### config.mk
export PLATFORM = sky130hd
export DESIGN_NAME = change_dispenser
export DESIGN_NICKNAME = d
export VERILOG_FILES = /design/src/rtl/change_dispenser.sv
export SDC_FILE = /design/constraint.sdc
export NUM_CORES = 1
export LEC_CHECK = 0
export CORE_UTILIZATION = 35
export CTS_CLUSTER_SIZE = 25
export DETAILED_ROUTE_END_ITERATION = 8
export SLEW_MARGIN = 30
export SYNTH_ARGS = -nofsm -noshare
export SYNTH_HDL_FRONTEND = slang
export SYNTH_SLANG_ARGS = --single-unit
### constraint.sdc
create_clock -name clk -period 2 [get_ports clk]
set_input_delay 0.4 -clock clk [delete_from_list [all_inputs] [get_ports clk]]
set_output_delay 0.4 -clock clk [all_outputs]
set_load 0.02 [all_outputs]
### src/rtl/change_dispenser.sv
// change_dispenser: greedy 10/5/1 coin payout FSM with a hopper eject/ack handshake.
// Optional REQ timeout enabled by defining CHANGE_TIMEOUT_EN.
module change_dispenser #(
  parameter int TIMEOUT_CYCLES = 200
) (
  input  logic       clk,
  input  logic       rst,
  input  logic [3:0] change,
  input  logic       change_valid,
  input  logic [2:0] empty,
  input  logic       coin_ack,
  input  logic       clear,
  output logic [2:0] eject,
  output logic       busy,
  output logic       done,
  output logic       fault,
  output logic [3:0] owed,
  output logic       overrun
);
  typedef enum logic [2:0] {IDLE, SELECT, REQ, RELEASE, DONE, FAULT} state_t;
  state_t state, state_d;
  logic [3:0] rem, rem_d, owed_d, coin;
  logic [2:0] eject_d, pick;
  logic busy_d, done_d, fault_d, tmo;
`ifdef CHANGE_TIMEOUT_EN
  logic [7:0] cnt, cnt_d;
  assign tmo = cnt == 8'(TIMEOUT_CYCLES - 1);
`else
  assign tmo = 1'b0;
`endif
  // The held eject bit identifies the coin being paid out.
  assign coin = eject[2] ? 4'd10 : eject[1] ? 4'd5 : 4'd1;
  assign pick = (rem >= 4'd10 && !empty[2]) ? 3'b100 :
                (rem >= 4'd5 && !empty[1])  ? 3'b010 :
                (rem != 4'd0 && !empty[0])  ? 3'b001 : 3'b000;
  always_comb begin
    state_d = state;
    rem_d = rem;
    eject_d = 3'b000;
`ifdef CHANGE_TIMEOUT_EN
    cnt_d = 8'd0;
`endif
    case (state)
      IDLE: if (change_valid) begin
        state_d = (change != 4'd0) ? SELECT : DONE;
        rem_d = change;
      end
      SELECT: begin
        state_d = (rem == 4'd0) ? DONE : (pick != 3'b000) ? REQ : FAULT;
        eject_d = pick;
      end
      REQ: if (coin_ack) begin
        rem_d = rem - coin;
        state_d = RELEASE;
      end else if (tmo) begin
        state_d = FAULT;
      end else begin
        eject_d = eject;
`ifdef CHANGE_TIMEOUT_EN
        cnt_d = cnt + 8'd1;
`endif
      end
      RELEASE: if (!coin_ack) state_d = SELECT;
      DONE: state_d = IDLE;
      FAULT: if (clear) begin
        state_d = IDLE;
        rem_d = 4'd0;
      end
      default: state_d = IDLE;
    endcase
    busy_d = state_d inside {SELECT, REQ, RELEASE};
    done_d = state_d == DONE;
    fault_d = state_d == FAULT;
    owed_d = fault_d ? rem_d : 4'd0;
  end
  always_ff @(posedge clk or negedge rst) begin
    if (!rst) begin
      state <= IDLE;
      rem <= 4'd0;
      eject <= 3'b000;
      busy <= 1'b0;
      done <= 1'b0;
      fault <= 1'b0;
      owed <= 4'd0;
      overrun <= 1'b0;
`ifdef CHANGE_TIMEOUT_EN
      cnt <= 8'd0;
`endif
    end else begin
      state <= state_d;
      rem <= rem_d;
      eject <= eject_d;
      busy <= busy_d;
      done <= done_d;
      fault <= fault_d;
      owed <= owed_d;
      overrun <= overrun | (change_valid && state != IDLE);
`ifdef CHANGE_TIMEOUT_EN
      cnt <= cnt_d;
`endif
    end
  end
endmodule

==> impl_metrics.json <==
{
  "max_freq_mhz": 533,
  "path_delay_family": "adder cells",
  "synth_fp_nets": 128,
  "die_y_um": 57.5,
  "final_area_sq_um": 1460,
  "cts_tree": "yes",
  "cp_cell_sequence": "inv_2, ha_1, inv_1, fa_1, xnor2_1, nor2_1, a221o_1, and2_1",
  "cts-hold-fix-buffers": 0,
  "worstSetupPathType": "flop to flop",
  "rows": 19,
  "grt_pass1_wl_um": 4370,
  "ys_seq_elements": 18,
  "cap_violations": 0,
  "finalHoldViolations": 0,
  "synth_ff_type": "dfrtp_1",
  "avgSynthCellArea_sq_um": 9.64,
  "yosysWarnings": 0,
  "period_minus_slack_ns": 1.88,
  "r2r_slack_ns": 0.12,
  "clk_pin_slew_ns": 0.11,
  "cts_resized": 0,
  "maxSlewHeadroom_pct": 73.4,
  "dpl.cell_count": 174,
  "clock_sinks": 18,
  "slowest_delay_ns": 0.41,
  "status": "finished with violations",
  "root_buffer": "clkbuf_4",
  "globalRoute.totalOverflow": 0,
  "dpl-instance-area_sq_um": 1410,
  "cts_buffer_depth": 2,
  "layout-drive-gt1-share_pct": 16.3,
  "synth_cell_types": 40,
  "finalCritPeriodShare_pct": 93.9,
  "timing.rr.end": "owed[2]",
  "critPathLaunch": "eject[2]",
  "routed-via-count": 988,
  "route.detailed.wl_per_inst_um": 15.3,
  "synthToLayoutAreaGrowth_pct": 34.9,
  "critPathLaunchType": "flop",
  "antenna_found_initial": 0,
  "timing.rr.start": "eject[2]",
  "first_pass_iters": 6,
  "fin_cells": 178,
  "syn_inst": 112,
  "grt_max_degree": 19,
  "slew_viol_final": 0,
  "syn-cell-area_sq_um": 1080,
  "cp_data_arrival_time_ns": 2.06,
  "cts.htree.levels": 1,
  "drt-total-wl_um": 2730,
  "yosysMostFrequentCell": "dfrtp_1",
  "vias_per_cell": 5.55,
  "nets": 164,
  "ys_top_cells_by_area": "dfrtp_1 42%, ha_1 3.5%, o21ai_0 3.2%",
  "ant_nets": 0,
  "synth_top_area_share_pct": 41.7,
  "clock_skew_ns": 0.0108,
  "tightest_slew_ns": 0.395,
  "path_max_fanout": 4,
  "drt_iter0_drc": 32,
  "dp_hpwl_um": 2040,
  "leakage_nw": 0.621,
  "place_congestion": 0.918,
  "io_pins": 23,
  "drc_errors": 1,
  "cp_data_required_time_ns": 2.18,
  "min_path_type": "input port to async pin",
  "async_flop_share_pct": 100,
  "worstRegToRegCells": 8,
  "cts_inserted_buffers": 3,
  "slowest_stage": "dfrtp_1",
  "violations": "design-rule violations",
  "rsz0062_at_grt": "false",
  "die_w_um": 57.5,
  "grt_use_total_pct": 17.7,
  "dieArea_sq_um": 3310,
  "coreArea_sq_um": 2830,
  "insertion_delay_ns": 0.30,
  "post-route-util_pct": 51.5,
  "ys_seq_area_share_pct": 41.7,
  "setup_viol": 0,
  "p_per_area_nw_per_um2": 1340,
  "fillers": 252,
  "synth_top_area_cell": "dfrtp_1",
  "postCtsSetupBuffers": 0,
  "initial_core_util_pct": 38.2,
  "n_antenna_cell": 0,
  "grt_pass1_vias": 944,
  "io_buffers": 22,
  "endpoint_kind": "flop",
  "power_mw": 1.96,
  "synth_common_cells": "18 x dfrtp_1, 9 x nand2_1, 8 x inv_1, 7 x o21ai_0, 6 x nor2_1",
  "peakVddDrop_uv": 654,
  "path_buf_inv": 2,
  "synth-edff-count": 0
}
-- layout by cell type, fill, tap and decap left out, drive strengths merged, types with 3 or more instances in the layout --
cell type / Yosys / routed
a21oi: 5 / 5
and2: 4 / 4
buf: 3 / 12
clkbuf: 0 / 4
clkdlybuf4s50: 0 / 22
dfrtp: 18 / 18
ha: 3 / 3
inv: 8 / 8
nand2: 9 / 9
nand2b: 3 / 3
nand3: 4 / 4
nor2: 6 / 6
nor2b: 5 / 5
nor3b: 3 / 3
o21ai: 8 / 8
-- how the worst max path moves through the flow --
stage	end	slack [ns]	cells past startpoint
detailed placement	owed[3]	-0.12	5
CTS	rem[3]	0.05	8
global route	owed[2]	0.02	8
finish	owed[2]	0.12	8
global placement	owed[3]	-0.10	6
floorplan	owed[2]	0.11	8
-- cell families after synthesis --
logic type | synth area share (%)
AO/OA/AOI/OAI | 21.9
AND/OR/NAND/NOR | 24.1
buffers and inverters | 4.17
adder cells (fa/ha/maj) | 5.33
XOR/XNOR | 0.811
flip-flops | 41.7
multiplexers | 1.97
-- through the flow --
step           setup WS [ns]  setup TNS, ns  hold slack (ns)
2_1_floorplan          0.114              0            0.104
3_3_place_gp          -0.102         -0.439            0.441
3_5_place_dp          -0.123         -0.535            0.444
4_1_cts               0.0487              0            0.421
5_1_grt               0.0187              0            0.442
6_report               0.123              0            0.427
-- routing by layer --
layer | wire (um) | track usage, % | share of wire [%] | vias up
met4 | 27 | 4.18 | 0.99 | 0
met1 | 1280 | 22.7 | 47 | 477
met2 | 1290 | 29.7 | 47 | 32
met5 | 0 | 0 | 0 | -
li1 | - | - | - | 475
met3 | 130 | 4.76 | 4.8 | 4
-- worst reg2reg max path, delay by kind of cell (launching register included) --
kind | cells | cell delay, ns
flops | 1 | 0.41
buf+inv | 2 | 0.16
simple gates | 2 | 0.21
xor+xnor | 1 | 0.14
fa+ha+maj | 2 | 0.54
compound gates | 1 | 0.31
-- registers in the layout (all words and copies together), names as in the netlist --
register,cells
busy,1
done,1
eject,3
fault,1
overrun,1
owed,4
rem,4
state,3
-- area by class of cell --
class                           count  area (sq um)  share of cell area [%]
Sequential cell                    18           450                    30.9
Multi-Input combinational cell     83           591                    40.5
Clock buffer                        4          36.3                    2.49
Tap cell                           31          38.8                    2.66
Timing Repair Buffer               34           310                    21.3
Inverter                            8          30.0                    2.06
-- power breakdown --
| part | internal [mW] | switching (mW) | leakage, nW |
|---|---|---|---|
| logic | 0.519 | 0.592 | 0.367 |
| clock network | 0.111 | 0.113 | 0.0210 |
| registers | 0.481 | 0.139 | 0.233 |
| total | 1.11 | 0.845 | 0.621 |
Note: power is estimated with default switching activity, not from simulation.
